File: src/rtl/uart_pkg.sv
// -----------------------------------------------------------------------------
// uart_pkg
// Shared definitions for the 100 MHz UART IP. Both the receiver and the
// transmitter use this package, so they agree on the bit period.
//   - uart_state_t : receiver frame state encoding
//   - CNT_W        : width of the bit-period counter
//   - baud_count() : baud select -> terminal count N (bit period is N+1 cycles)
//   - half_count() : mid-bit offset H = N>>1 used to qualify the start bit
// -----------------------------------------------------------------------------
package uart_pkg;

    localparam int CNT_W = 14;

    typedef enum logic [1:0] {
        IDLE  = 2'b00,
        START = 2'b01,
        DATA  = 2'b10,
        STOP  = 2'b11
    } uart_state_t;

    // Terminal counts for a 100 MHz clock. Index 000 is the slowest rate.
    function automatic logic [CNT_W-1:0] baud_count(input logic [2:0] sel);
        logic [CNT_W-1:0] n;
        case (sel)
            3'b000:  n = 14'd10416;
            3'b001:  n = 14'd5208;
            3'b010:  n = 14'd2604;
            3'b011:  n = 14'd1736;
            3'b100:  n = 14'd868;
            3'b101:  n = 14'd434;
            3'b110:  n = 14'd217;
            default: n = 14'd108;
        endcase
        return n;
    endfunction

    function automatic logic [CNT_W-1:0] half_count(input logic [CNT_W-1:0] n);
        return n >> 1;
    endfunction

endpackage

File: src/rtl/uart_sync2.sv
// -----------------------------------------------------------------------------
// uart_sync2
// Two-flop synchronizer for a single asynchronous, idle-high input. Both
// stages reset to 1 so that an idle line is not mistaken for an edge when
// reset is released.
// Ports:
//   clock    in  system clock
//   resetn   in  synchronous active-low reset
//   async_in in  asynchronous input
//   sync_out out synchronized copy of async_in, 2 cycles of latency
// -----------------------------------------------------------------------------
module uart_sync2 (
    input  logic clock,
    input  logic resetn,
    input  logic async_in,
    output logic sync_out
);

    logic meta_p0;

    // Stage p0 catches the metastable sample, p1 (sync_out) resolves it.
    always_ff @(posedge clock) begin
        if (!resetn) begin
            meta_p0  <= 1'b1;
            sync_out <= 1'b1;
        end else begin
            meta_p0  <= async_in;
            sync_out <= meta_p0;
        end
    end

endmodule

File: src/rtl/uart_rx.sv
// -----------------------------------------------------------------------------
// uart_rx
// UART receiver, 8 data bits LSB-first, one stop bit, no parity. The RX pin is
// synchronized, the start bit is re-checked at mid-bit, data and stop bits are
// sampled at bit centres, and the byte is handed to the register block through
// a sticky ready flag cleared by rx_clr.
// Ports:
//   clock       in   100 MHz system clock
//   resetn      in   synchronous active-low reset
//   uart_en     in   receiver enable; low aborts any frame in progress
//   baud_rx_sel in   baud select (see uart_pkg::baud_count)
//   RX          in   asynchronous serial input, idle high
//   rx_clr      in   one-cycle pulse: byte consumed by software
//   rx_data     out  last good byte
//   rx_done     out  one-cycle pulse when a good byte lands in rx_data
//   rx_ready    out  sticky: unread byte present
//   overrun     out  sticky: good byte arrived while rx_ready was set
//   frame_err   out  one-cycle pulse when the stop bit is sampled low
//   rx_busy     out  high whenever a frame is in progress
// -----------------------------------------------------------------------------
module uart_rx (
    input  logic       clock,
    input  logic       resetn,
    input  logic       uart_en,
    input  logic [2:0] baud_rx_sel,
    input  logic       RX,
    input  logic       rx_clr,
    output logic [7:0] rx_data,
    output logic       rx_done,
    output logic       rx_ready,
    output logic       overrun,
    output logic       frame_err,
    output logic       rx_busy
);

    import uart_pkg::*;

    localparam logic [CNT_W-1:0] CNT_ZERO = '0;
    localparam logic [CNT_W-1:0] CNT_ONE  = 1;

    logic             rx_s;
    logic             rx_d;
    logic             start_edge;

    uart_state_t      state;
    uart_state_t      state_nxt;
    logic [CNT_W-1:0] cnt;
    logic [CNT_W-1:0] cnt_nxt;
    logic [2:0]       bit_cnt;
    logic [2:0]       bit_cnt_nxt;
    logic [7:0]       shreg;
    logic [7:0]       shreg_nxt;
    logic [CNT_W-1:0] baud_n;
    logic [CNT_W-1:0] half_n;
    logic             load_byte;
    logic             frame_bad;

    // Synchronizer stage: pin to rx_s is two cycles.
    uart_sync2 u_sync (
        .clock    (clock),
        .resetn   (resetn),
        .async_in (RX),
        .sync_out (rx_s)
    );

    // Edge-detect stage: rx_d is the previous rx_s. A start is a 1->0
    // transition, so a line held low never restarts a frame.
    always_ff @(posedge clock) begin
        if (!resetn) begin
            rx_d <= 1'b1;
        end else begin
            rx_d <= rx_s;
        end
    end

    assign start_edge = rx_d & ~rx_s;

    // The compare values follow baud_rx_sel directly, so a change takes
    // effect at the next compare.
    assign baud_n = baud_count(baud_rx_sel);
    assign half_n = half_count(baud_n);

    // Frame FSM: next-state, counters and sample decisions.
    always_comb begin
        state_nxt   = state;
        cnt_nxt     = cnt + CNT_ONE;
        bit_cnt_nxt = bit_cnt;
        shreg_nxt   = shreg;
        load_byte   = 1'b0;
        frame_bad   = 1'b0;

        if (!uart_en) begin
            state_nxt   = IDLE;
            cnt_nxt     = CNT_ZERO;
            bit_cnt_nxt = 3'd0;
        end else begin
            case (state)
                IDLE: begin
                    cnt_nxt = CNT_ZERO;
                    if (start_edge) begin
                        state_nxt = START;
                    end
                end

                // Re-check the start bit half a period in; a line that has
                // gone high again was only a glitch.
                START: begin
                    if (cnt == half_n) begin
                        cnt_nxt = CNT_ZERO;
                        if (!rx_s) begin
                            state_nxt   = DATA;
                            bit_cnt_nxt = 3'd0;
                        end else begin
                            state_nxt = IDLE;
                        end
                    end
                end

                // Shifting in at the top and moving right leaves the first
                // received bit in bit 0 after eight samples.
                DATA: begin
                    if (cnt == baud_n) begin
                        cnt_nxt   = CNT_ZERO;
                        shreg_nxt = {rx_s, shreg[7:1]};
                        if (bit_cnt == 3'd7) begin
                            state_nxt = STOP;
                        end else begin
                            bit_cnt_nxt = bit_cnt + 3'd1;
                        end
                    end
                end

                STOP: begin
                    if (cnt == baud_n) begin
                        cnt_nxt   = CNT_ZERO;
                        state_nxt = IDLE;
                        if (rx_s) begin
                            load_byte = 1'b1;
                        end else begin
                            frame_bad = 1'b1;
                        end
                    end
                end

                default: begin
                    state_nxt = IDLE;
                    cnt_nxt   = CNT_ZERO;
                end
            endcase
        end
    end

    // FSM state register.
    always_ff @(posedge clock) begin
        if (!resetn) begin
            state   <= IDLE;
            cnt     <= CNT_ZERO;
            bit_cnt <= 3'd0;
        end else begin
            state   <= state_nxt;
            cnt     <= cnt_nxt;
            bit_cnt <= bit_cnt_nxt;
        end
    end

    // Shift register contents are only meaningful once eight bits have been
    // shifted in, so it carries no reset.
    always_ff @(posedge clock) begin
        shreg <= shreg_nxt;
    end

    // Output register stage: everything here becomes visible in the first
    // IDLE cycle after the stop-bit sample. A byte landing together with
    // rx_clr counts as the new unread byte, so ready stays set and overrun
    // is cleared.
    always_ff @(posedge clock) begin
        if (!resetn) begin
            rx_data   <= 8'h00;
            rx_done   <= 1'b0;
            rx_ready  <= 1'b0;
            overrun   <= 1'b0;
            frame_err <= 1'b0;
        end else begin
            rx_done   <= load_byte;
            frame_err <= frame_bad;
            if (load_byte) begin
                rx_data  <= shreg;
                rx_ready <= 1'b1;
                overrun  <= rx_clr ? 1'b0 : (overrun | rx_ready);
            end else if (rx_clr) begin
                rx_ready <= 1'b0;
                overrun  <= 1'b0;
            end
        end
    end

    assign rx_busy = (state != IDLE);

endmodule

File: config.mk
export PLATFORM = sky130hd
export DESIGN_NAME = uart_rx
export DESIGN_NICKNAME = d
export VERILOG_FILES = /design/src/rtl/uart_pkg.sv /design/src/rtl/uart_sync2.sv /design/src/rtl/uart_rx.sv
export SDC_FILE = /design/constraint.sdc
export NUM_CORES = 1
export LEC_CHECK = 0
export BUFFER_PORTS_ARGS = -buffer_cell sky130_fd_sc_hd__buf_2
export CELL_PAD_IN_SITES_DETAIL_PLACEMENT = 1
export CELL_PAD_IN_SITES_GLOBAL_PLACEMENT = 1
export CORE_UTILIZATION = 30
export DETAILED_ROUTE_END_ITERATION = 10
export PLACE_DENSITY_LB_ADDON = 0.1
export SYNTH_ARGS = -nofsm -noshare
export SYNTH_HDL_FRONTEND = slang
export SYNTH_SLANG_ARGS = --single-unit
File: constraint.sdc
create_clock -name clock -period 7.73 [get_ports clock]
set_input_delay 2.319 -clock clock [delete_from_list [all_inputs] [get_ports clock]]
set_output_delay 2.319 -clock clock [all_outputs]
set_load 0.02 [all_outputs]
Yosys cells after proc, flatten, opt, wreduce, memory -nomap -nowiden
Index checks and enable logic that the tools add are counted. Widths: inputs -> output; s select.

Add/subtract/negate cells: 2. Bitwise logic cells: 3. Reductions and logical operators: 11. Eq/ne operators: 19. Multiplexer cells: 25.

Operators by type and width (number): $pmux 14 s7 (1); $pmux 14 s3 (1); $mux 14 (2); $add 14x1->14 const B (1); $eq 14x13->1 (1); $eq 14x14->1 (1); $ne 2x2->1 const B (7); $eq 3x3->1 const B (4); $mux 2 (6); $mux 3 (4); $reduce_and 5->1 (2); $mux 1 (9); $pmux 2 s4 (1); $eq 3x2->1 const B (2); $pmux 3 s2 (1); $reduce_bool 2->1 (3); $eq 2x2->1 const B (2); $reduce_and 4->1 (1); $add 3x1->3 const B (1); $eq 3x1->1 const B (1); $logic_not 3->1 (1); $reduce_and 3->1 (1); $eq 2x1->1 const B (1); $logic_not 2->1 (1); 5 further kinds (5).

Flip-flop bits (word level): 42. Output and inout bits: 13. Logic and storage cells: 72. Input bits: 8.

Longest topological paths before layout
Gate-level depths: netlist (run 1).

Word-level depth: 7. Gate-level depth with buffers: 11. Depth with buffers taken out: 7.

Modules after synthesis
From an unflattened synthesis (run 1), not the netlist that was laid out.

Cells, all modules: 311. Area total of the unflattened synthesis: 2646.3 µm².

By module, submodules not included: uart_rx (seq. area each 880.8 µm², area each 2593.7 µm², times used 1, cells each 307); uart_sync2 (seq. area each 40.0 µm², area each 52.6 µm², times used 1, cells each 4).

Worst setup path after synthesis (run 1)
No wires, ideal clock.

Path type: input to register. Start point: input baud_rx_sel[2]. End point: register shreg[0], enable pin. Required time: 7335 ps. Library setup time: 395 ps. Arrival time: 4384 ps. Path slack: 2951 ps. Stages: 7. Path buffers: 2. Cells stage by stage: buf_4 -> buf_4 -> nor4bb_1 -> o21ai_0 -> a222oi_1 -> o211ai_1 -> nor4_1.

Longest elaborated chain between the ends: 4. Elaborated cells between the ends (all ways): 10. Classes of those cells: eq/ne: 7; mux: 1; reduce/logical: 2.

Ends and longest elaborated chain: start, declared (line uart_rx.sv:25) `input logic [2:0] baud_rx_sel,`; $eq 3x3->1 (tied with other cells) (line uart_pkg.sv:24) `case (sel)`; $pmux 14 s7 * (line uart_pkg.sv:24); $eq 14x14->1 * (line uart_rx.sv:122) `if (cnt == baud_n) begin`; $reduce_and 3->1 (no source line) *; end signal, assigned (line uart_rx.sv:169) `shreg <= shreg_nxt;`; end, declared (line uart_rx.sv:51) `logic [7:0] shreg;`.

Every way passes the cells marked *; elsewhere a longest branch is shown, timed or not. A chain may end at the register's enable or synchronous reset.

Final worst setup path (run 1)
Start point: input baud_rx_sel[2]. End point: register rx_data[2].

Longest elaborated chain between the ends: 6. Elaborated cells between the ends (all ways): 12. Classes of those cells: eq/ne: 7; mux: 4; reduce/logical: 1.

Ends and longest elaborated chain: $eq 3x3->1 (tied with other cells) (line uart_pkg.sv:24); $pmux 14 s7 * (line uart_pkg.sv:24); $eq 14x14->1 * (line uart_rx.sv:134) `if (cnt == baud_n) begin`; $mux 1 * (line uart_rx.sv:134); $mux 1 * (line uart_rx.sv:97) `case (state)`; $mux 1 * (line uart_rx.sv:92) `if (!uart_en) begin`; end signal, assigned (line uart_rx.sv:187) `rx_data <= shreg;`; end, declared (line uart_rx.sv:28) `output logic [7:0] rx_data,`.

Marked as above.

==> results of run 1 <==
-- metrics by stage --
stage	setup slack, ns	total power (W)	util [%]	cell area (um^2)
2_1_floorplan	2.95	0.000254	-	2430
3_3_place_gp	2.49	0.000261	32.7	2540
3_5_place_dp	2.48	0.000261	32.7	2540
4_1_cts	2.80	0.000433	34.1	2650
5_1_grt	2.54	0.000440	34.1	2650
6_report	2.81	0.000425	34.1	2650
-- metal layers --
metal / GRT usage (%) / vias to the layer above
met1: 21.5 / 979
met4: 3.52 / 0
met5: 0 / -
met3: 2.74 / 5
li1: - / 986
met2: 24.1 / 19
-- cell families after synthesis --
group / Yosys count / synth area share [%]
and+or+nand+nor: 121 / 29.6
AOI/OAI and AO/OA: 46 / 13.1
adders and majority gates: 4 / 1.96
buffers and inverters: 32 / 6.18
DFF: 42 / 37.9
xor gates and xnor gates: 20 / 7.53
muxes: 9 / 3.71
-- registers in the layout, summed over array words and instances, names as in the netlist, 3 cells and up, named ones only --
register  cells
bit_cnt       3
cnt          14
rx_data       8
shreg         8
-- where the power goes --
group          total [W]  internal, W  leakage [nW]  switching (W)
Clock           0.000169    0.0000924        0.0566      0.0000765
Combinational  0.0000322    0.0000121         0.461      0.0000201
Sequential      0.000223     0.000223         0.346    0.000000805
Total           0.000425     0.000327         0.863      0.0000974
-- worst max path at each step --
stage	startpoint	to	slack, ns	cells past startpoint
floorplan	baud_rx_sel[2]	shreg[0]	2.95	7
global placement	baud_rx_sel[2]	rx_data[0]	2.49	8
detailed placement	baud_rx_sel[2]	rx_data[2]	2.48	8
CTS	baud_rx_sel[2]	rx_data[2]	2.80	8
global route	baud_rx_sel[2]	overrun	2.54	8
finish	baud_rx_sel[2]	rx_data[2]	2.81	8
-- layout make-up --
type	count	area, um^2
clock buffers	8	111
inverters	7	26.3
flip-flops and latches	42	921
multi-input cells	200	1360
well taps	102	128
repair buffers	21	108
fillers	943	5120
-- layout by cell type, fill, tap and decap left out, types with 2 or more instances in the layout --
master,Yosys,routed
dfxtp_1,34,34
buf_2,8,20
nor3_1,17,17
nand2_1,17,17
xnor2_1,16,16
nor2b_1,13,13
nor2_1,12,12
a21oi_1,11,11
nand3_1,10,10
mux2i_1,9,9
and3_1,8,8
edfxtp_1,8,8
nor3b_1,7,7
inv_1,6,6
nand2b_1,6,6
clkbuf_8,0,6
a31oi_1,5,5
a211oi_1,4,4
nand3b_1,4,4
o211ai_1,4,4
nand4_1,4,4
or2_2,3,3
nand4b_1,3,3
o31ai_1,3,3
o21ai_0,3,3
xor2_1,3,3
ha_1,3,3
a21o_1,2,2
and3b_1,2,2
nor4bb_1,2,2
o22ai_1,2,2
nor4_1,2,2
a2bb2oi_1,2,2
or3_1,2,2
a221oi_1,2,2
and2_1,2,2
-- worst max-delay path: stages --
cell,delay (ns)
buf_2,0.40
nand2b_1,0.27
maj3_1,0.40
o31ai_1,0.26
o211ai_1,0.23
nor3_2,0.86
mux2i_1,0.28
nor2b_1,0.06
==> results.yml, run 1 <==
clock_tree:
  root_buffer: "clkbuf_8"
  hold_buffers: 0
  clock_sinks: 42
  ctsResizeCount: 0
  cts_buffers: 5
  clockBufferDepth: 2
  postCtsSetupRepairBufs: 0
  tritoncts: "yes"
  worstSkewPairLatency_ns: 0.29
  htreeDepth: 2
  path_clk_slew_ns: 0.08
yosys:
  synth-async-reset-ratio_pct: 0
  ys_top_cells_by_area: "dfxtp_1 (28%), edfxtp_1 (9.9%), xnor2_1 (5.8%), mux2i_1 (3.7%), nor3_1 (3.5%)"
  ys_warn_count: 0
  syn_inst: 274
  synth-main-ff-cell: "dfxtp_1"
  synth_top_area_share_pct: 28.0
  synth_edf_count: 8
  yosysTopAreaCell: "dfxtp_1"
  syn_nets: 285
  synth_area_um2: 2430
  synthTopCellsByCount: "dfxtp_1 (34), nand2_1 (17), nor3_1 (17)"
  synth_most_common_cell: "dfxtp_1"
  ys_ff_latch: 42
  ys_types: 57
  syn_area_per_cell_um2: 8.86
  ys_seq_area_share_pct: 37.9
detailed_routing:
  via_count: 1989
  wl_um: 6180
  wl_met1_um: 3050
  route.met2.wl_um: 2900
  firstDrtPassIters: 6
  dr_wl_met3_um: 172
  top_layer_used: "met4"
  initialDrtViolationCount: 142
  drc: 0
  via_per_inst: 5.23
  routedWlPerCell_um: 16.3
  ant_nets: 0
layout:
  nets: 288
  layout.cells.non_filler: 380
  drive_gt1_share_pct: 12.6
  insertedDiodeCount: 0
  syn_to_final_growth_pct: 9.18
floorplan:
  die_area_um2: 8450
  core_um2: 7770
  rows: 32
  die_x_um: 92.0
  die_h_um: 92.0
  initial_core_util_pct: 31.2
  ios: 21
sta:
  period_minus_slack_ns: 4.92
  finalSetupViolCount: 0
  skew_ns: 0.00422
  finalCritPeriodShare_pct: 63.6
  max_freq_mhz: 203
  worstMarginPinSlew_ns: 0.993
  relSlewSlack_pct: 33.4
  whs_ns: 0.413
  setup_tns_ns: 0
  rsz0062_at_grt: "false"
  hold_viol: 0
  drv_slew: 0
power:
  max-vdd-ir-drop_mv: 0.0616
  powerDensity_nw_per_um2: 160
  leakage_nw: 0.863
setup_path:
  reg2reg_from: "cnt[2]"
  rr_endpoint: "rx_data[2]"
  crit_type: "input port to flop"
  rrSetupSlack_ns: 4.59
  critPathCaptureType: "flop"
  startpoint_type: "input port"
  reg2reg_depth: 7
  cp_max_fo: 26
  critical_path_required_ns: 7.92
  worstPathArrival_ns: 5.10
run:
  cap_violations: 0
min_path:
  hold_depth: 1
  worstHoldEndpoint: "u_sync.sync_out"
  hp-class: "flop to flop"
  hp-start: "u_sync.meta_p0"
placement:
  placed_cells: 372
  port_buffers: 20
  routabilityCongestion: 0.788
  place.detailed.hpwl_um: 4420
global_route:
  grt_first_pass_wirelength_um: 10000
  grt_remaining_overflow: 0
  grtUsageTotal_pct: 15.3
  grt_max_degree: 27
  grt_pass1_vias: 1914
  antenna_found_initial: 0
outcome:
  status: "complete, no violations"
(Power assumes the default switching activity.)
==> run 2: changes to the inputs <==
--- a/config.mk
+++ b/config.mk
@@ -5,6 +5,7 @@
 export SDC_FILE = /design/constraint.sdc
 export NUM_CORES = 1
 export LEC_CHECK = 0
+export ABC_AREA = 1
 export BUFFER_PORTS_ARGS = -buffer_cell sky130_fd_sc_hd__buf_2
 export CELL_PAD_IN_SITES_DETAIL_PLACEMENT = 1
 export CELL_PAD_IN_SITES_GLOBAL_PLACEMENT = 1
==> constraint.sdc (replaced) <==
create_clock -name clock -period 4.2 [get_ports clock]
set_input_delay 1.26 -clock clock [delete_from_list [all_inputs] [get_ports clock]]
set_output_delay 1.26 -clock clock [all_outputs]
set_load 0.02 [all_outputs]
==> results.yml, run 2 <==
layout:
  reg_top3: "cnt x14, rx_data x8, shreg x8"
  drive_gt1_share_pct: 9.29
  final_common_cell: "nand2_1"
  insertedDiodeCount: 0
  nets: 376
  fillers: 961
  multi_input_area_um2: 1170
  regArea_um2: 921
  largest-register: "cnt"
  syn_to_final_growth_pct: 12.1
  largest_reg_flops: 14
  final_cell_mix: "nand2_1 (100), nor2_1 (46), inv_1 (43)"
clock_tree:
  clockBufferDepth: 2
  cts_buffers: 5
  worstSkewPairLatency_ns: 0.31
  root_buffer: "clkbuf_8"
  postCtsSetupRepairBufs: 0
  clock_sinks: 42
  tritoncts: "yes"
  ctsResizeCount: 0
  path_clk_slew_ns: 0.09
  htreeDepth: 2
  hold_buffers: 0
detailed_routing:
  initialDrtViolationCount: 109
  routedWlPerCell_um: 13.5
  drc: 0
  firstDrtPassIters: 4
  via_count: 2201
  via_per_inst: 4.73
  ant_nets: 0
  wl_um: 6300
sta:
  max_freq_mhz: 305
  period_minus_slack_ns: 3.28
  rsz0062_at_grt: "false"
  skew_ns: 0.0113
  finalSetupViolCount: 0
  whs_ns: 0.427
  finalCritPeriodShare_pct: 78.1
  worstMarginPinSlew_ns: 0.765
  drv_slew: 0
  relSlewSlack_pct: 48.6
  hold_viol: 0
  setup_tns_ns: 0
setup_path:
  startpoint_type: "input port"
  crit_type: "input port to flop"
  critical_path_required_ns: 4.15
  worstPathArrival_ns: 3.23
  critPathLaunch: "baud_rx_sel[2]"
  crit_path_cell_trace: "buf_2, inv_1, nand2_1, nand2_1, nand2_1, nand2_1, nand2_1, and3_1, nand4_1, nor2_1, nand2_1, nor2_1"
  cpLargestDelayFamily: "simple AND/OR/NAND/NOR gates"
  critPathCaptureType: "flop"
  reg2reg_from: "cnt[2]"
  cp_slowest_stage_delay_ns: 0.50
  cp_num_buf_inv: 2
  crit_top_cell: "nand2_1"
  cpMaxStageDelayCell: "nor2_1"
  cp_max_fo: 13
run:
  cap_violations: 0
yosys:
  synth_edf_count: 8
  syn_area_per_cell_um2: 6.68
  synthTopCellsByCount: "nand2_1 (100), nor2_1 (46), inv_1 (43)"
  ys_warn_count: 0
  synth_most_common_cell: "nand2_1"
  yosysTopAreaCell: "dfxtp_1"
  synth-async-reset-ratio_pct: 0
  ys_types: 26
  ys_seq_area_share_pct: 40.1
  synth_top_area_share_pct: 29.6
  synth_area_um2: 2300
  ys_top_cells_by_area: "dfxtp_1 (30%), nand2_1 (16%), edfxtp_1 (10%), nand3_1 (8.1%), nor2_1 (7.5%)"
  syn_inst: 344
  syn_nets: 355
  synth-main-ff-cell: "dfxtp_1"
  ys_ff_latch: 42
floorplan:
  die_area_um2: 8010
  die_x_um: 89.5
  ios: 21
  initial_core_util_pct: 31.3
  die_h_um: 89.5
  rows: 31
  core_um2: 7330
global_route:
  grt_first_pass_wirelength_um: 10100
  grt_max_degree: 19
  antenna_found_initial: 0
  grt_pass1_vias: 2089
  grtUsageTotal_pct: 17.0
  grt_remaining_overflow: 0
power:
  leakage_nw: 1.10
  powerDensity_nw_per_um2: 300
  max-vdd-ir-drop_mv: 0.109
placement:
  port_buffers: 20
  place.detailed.hpwl_um: 4840
  routabilityCongestion: 0.871
min_path:
  hp-start: "u_sync.meta_p0"
  hp-class: "flop to flop"
outcome:
  status: "complete, no violations"
-- run 2: cell types whose count changed after synthesis, moves of 6 or more --
cell | previous run | this run
nand2_1 | 17 | 100
inv_1 | 6 | 43
nor2_1 | 12 | 46
nand3_1 | 10 | 37
xnor2_1 | 16 | 0
o21ai_0 | 3 | 17
nor2b_1 | 13 | 0
nor3_1 | 17 | 5
clkbuf_1 | 12 | 1
mux2i_1 | 9 | 0
and3_1 | 8 | 2
nand2b_1 | 6 | 0
-- run 2: per-layer routing --
| metal | track usage [%] | vias to the layer above | routed length [um] |
|---|---|---|---|
| met4 | 4.47 | 0 | 68 |
| li1 | - | 1152 | - |
| met5 | 0 | - | 0 |
| met1 | 24.0 | 1011 | 3300 |
| met2 | 26.6 | 32 | 2680 |
| met3 | 3.51 | 6 | 249 |
-- run 2: cell type report --
class	instances	area share [%]
inverter	44	6.41
sequential	42	35.7
clock buffer	5	2.67
multi-input combinational	252	45.6
tap	99	4.81
clock inverter	3	0.923
timing repair buffer	20	3.89
-- run 2: logic make-up (layout without fill, tap and decap cells) --
| group | Yosys count | after routing | share of synthesized area, % |
|---|---|---|---|
| xor gates and xnor gates | 7 | 7 | 2.67 |
| adders and majority gates | 3 | 3 | 1.63 |
| AOI/OAI and AO/OA | 33 | 33 | 7.35 |
| and+or+nand+nor | 209 | 209 | 39.4 |
| DFF | 42 | 42 | 40.1 |
| buffers and inverters | 50 | 72 | 8.82 |
-- run 2: stage by stage --
stage | util, % | area [um^2] | instances | power, W | worst slack, ns
2_1_floorplan | - | 2300 | 344 | 0.000473 | 1.18
3_3_place_gp | 33.9 | 2480 | 457 | 0.000493 | 0.616
3_5_place_dp | 33.9 | 2480 | 457 | 0.000493 | 0.572
4_1_cts | 35.1 | 2580 | 465 | 0.000783 | 0.915
5_1_grt | 35.1 | 2580 | 465 | 0.000804 | 0.667
6_report | 35.1 | 2580 | 465 | 0.000773 | 0.919
-- run 2: final timing paths --
kind	endpoint	slack, ns	depth (start not counted)
setup / recovery	shreg[4]	0.92	12
hold / removal	u_sync.sync_out	0.43	1
setup reg to reg	cnt[13]	1.99	6
hold reg to reg	u_sync.sync_out	0.43	1
-- run 2: worst register-to-register path, stage by stage, from the launching register on --
cell	delay, ns
dfxtp_1	0.46
inv_1	0.14
nor3_1	0.66
nand4_1	0.30
nor3_1	0.31
xor2_1	0.17
nor2_1	0.06
-- run 2: report_power, final --
group / internal [W] / switching, W / total, W
clock network: 0.000119 / 0.000170 / 0.000290
registers: 0.000410 / 0.00000100 / 0.000411
logic: 0.0000223 / 0.0000500 / 0.0000723
total: 0.000552 / 0.000221 / 0.000773
==> run 3: changes to the inputs <==
==> constraint.sdc (replaced) <==
create_clock -name clock -period 3.2 [get_ports clock]
set_input_delay 0.96 -clock clock [delete_from_list [all_inputs] [get_ports clock]]
set_output_delay 0.96 -clock clock [all_outputs]
set_load 0.02 [all_outputs]
==> results.yml, run 3 (same netlist as run 2, synthesis figures left out) <==
setup_path:
  cp_slowest_stage_delay_ns: 0.38
  crit_type: "input port to flop"
  startpoint_type: "input port"
  cpLargestDelayFamily: "simple AND/OR/NAND/NOR gates"
  crit_path_cell_trace: "buf_2, inv_1, nand2_1, nand2_1, nand2_1, nand2_1, nor2_1, nand2_1, nor2_1, nand4_2, o21ai_0, a21oi_1"
  cpMaxStageDelayCell: "nand4_2"
  critical_path_required_ns: 3.39
  cp_num_buf_inv: 2
  critPathCaptureType: "flop"
  cp_max_fo: 18
  crit_top_cell: "nand2_1"
  worstPathArrival_ns: 2.88
floorplan:
  initial_core_util_pct: 31.3
  core_um2: 7330
  die_h_um: 89.5
  rows: 31
  ios: 21
  die_x_um: 89.5
  die_area_um2: 8010
detailed_routing:
  drc: 0
  initialDrtViolationCount: 116
  ant_nets: 0
  via_count: 2250
  firstDrtPassIters: 4
  routedWlPerCell_um: 13.6
  via_per_inst: 4.80
  wl_um: 6390
layout:
  final_cell_mix: "nand2_1 (100), nor2_1 (46), inv_1 (43)"
  fillers: 958
  insertedDiodeCount: 0
  largest-register: "cnt"
  syn_to_final_growth_pct: 14.5
  nets: 380
  layout.cells.non_filler: 469
  largest_reg_flops: 14
  final_common_cell: "nand2_1"
  reg_top3: "cnt x14, rx_data x8, shreg x8"
  drive_gt1_share_pct: 10.3
global_route:
  grt_first_pass_wirelength_um: 10700
  antenna_found_initial: 0
  grt_max_degree: 19
  grt_remaining_overflow: 0
  grt_pass1_vias: 2225
  grtUsageTotal_pct: 17.7
power:
  powerDensity_nw_per_um2: 415
  max-vdd-ir-drop_mv: 0.185
  leakage_nw: 1.14
clock_tree:
  cts_buffers: 5
  tritoncts: "yes"
  htreeDepth: 2
  root_buffer: "clkbuf_8"
  hold_buffers: 0
  path_clk_slew_ns: 0.09
  worstSkewPairLatency_ns: 0.30
  ctsResizeCount: 0
  clockBufferDepth: 2
  clock_sinks: 42
  postCtsSetupRepairBufs: 0
sta:
  finalCritPeriodShare_pct: 84.3
  rsz0062_at_grt: "false"
  hold_viol: 0
  period_minus_slack_ns: 2.70
  max_freq_mhz: 371
  finalSetupViolCount: 0
  setup_tns_ns: 0
  relSlewSlack_pct: 65.9
  drv_slew: 0
  skew_ns: 0.00668
  worstMarginPinSlew_ns: 0.507
run:
  cap_violations: 0
placement:
  port_buffers: 20
  placed_cells: 461
  place.detailed.hpwl_um: 5090
  routabilityCongestion: 0.860
outcome:
  status: "complete, no violations"
min_path:
  hp-class: "flop to flop"
[run 3: per-stage QoR]
step	worst slack [ns]	total power (W)	hold WS, ns	cell area [um^2]	util (%)
4_1_cts	0.498	0.00111	0.424	2630	35.9
5_1_grt	0.185	0.00114	0.437	2630	35.9
2_1_floorplan	0.483	0.000620	0.393	2300	-
3_3_place_gp	0.126	0.000650	0.403	2510	34.3
3_5_place_dp	0.177	0.000649	0.401	2510	34.3
6_report	0.503	0.00109	0.420	2630	35.9
[run 3: path summary, 6_finish.rpt]
path / from / to / slack, ns / cells past startpoint
min: u_sync.meta_p0 / u_sync.sync_out / 0.42 / 1
max: baud_rx_sel[2] / rx_data[4] / 0.50 / 12
min reg2reg: u_sync.meta_p0 / u_sync.sync_out / 0.42 / 1
max reg2reg: cnt[10] / rx_data[4] / 1.19 / 9
[run 3: report_power, final]
part           internal (W)  switching [W]
combinational     0.0000310      0.0000666
clock              0.000238       0.000217
sequential         0.000538     0.00000130
total              0.000807       0.000285
[run 3: cell type report]
type / instances / area (um^2) / share of cell area, %
repair buffers: 24 / 130 / 4.95
inverters: 44 / 165 / 6.28
clock inverters: 3 / 48.8 / 1.85
multi-input cells: 252 / 1170 / 44.6
well taps: 99 / 124 / 4.71
flip-flops and latches: 42 / 921 / 35.0
clock buffers: 5 / 68.8 / 2.62
[run 3: per-layer routing]
| layer | part of all wire [%] | global-route usage, % | vias up |
|---|---|---|---|
| li1 | - | - | 1158 |
| met1 | 51 | 23.8 | 1062 |
| met2 | 45 | 28.6 | 24 |
| met3 | 2.3 | 3.05 | 6 |
| met4 | 1.5 | 5.92 | 0 |
| met5 | 0 | 0 | - |
[run 3: worst register-to-register path, cell delays in order (launching register included)]
cell and delay (ns):
dfxtp_1 0.45, inv_1 0.12, nand2_1 0.12, nand2_1 0.06, nor2_1 0.10, nand4_1 0.15
nor2_1 0.19, nand4_2 0.36, o21ai_0 0.29, a21oi_1 0.06
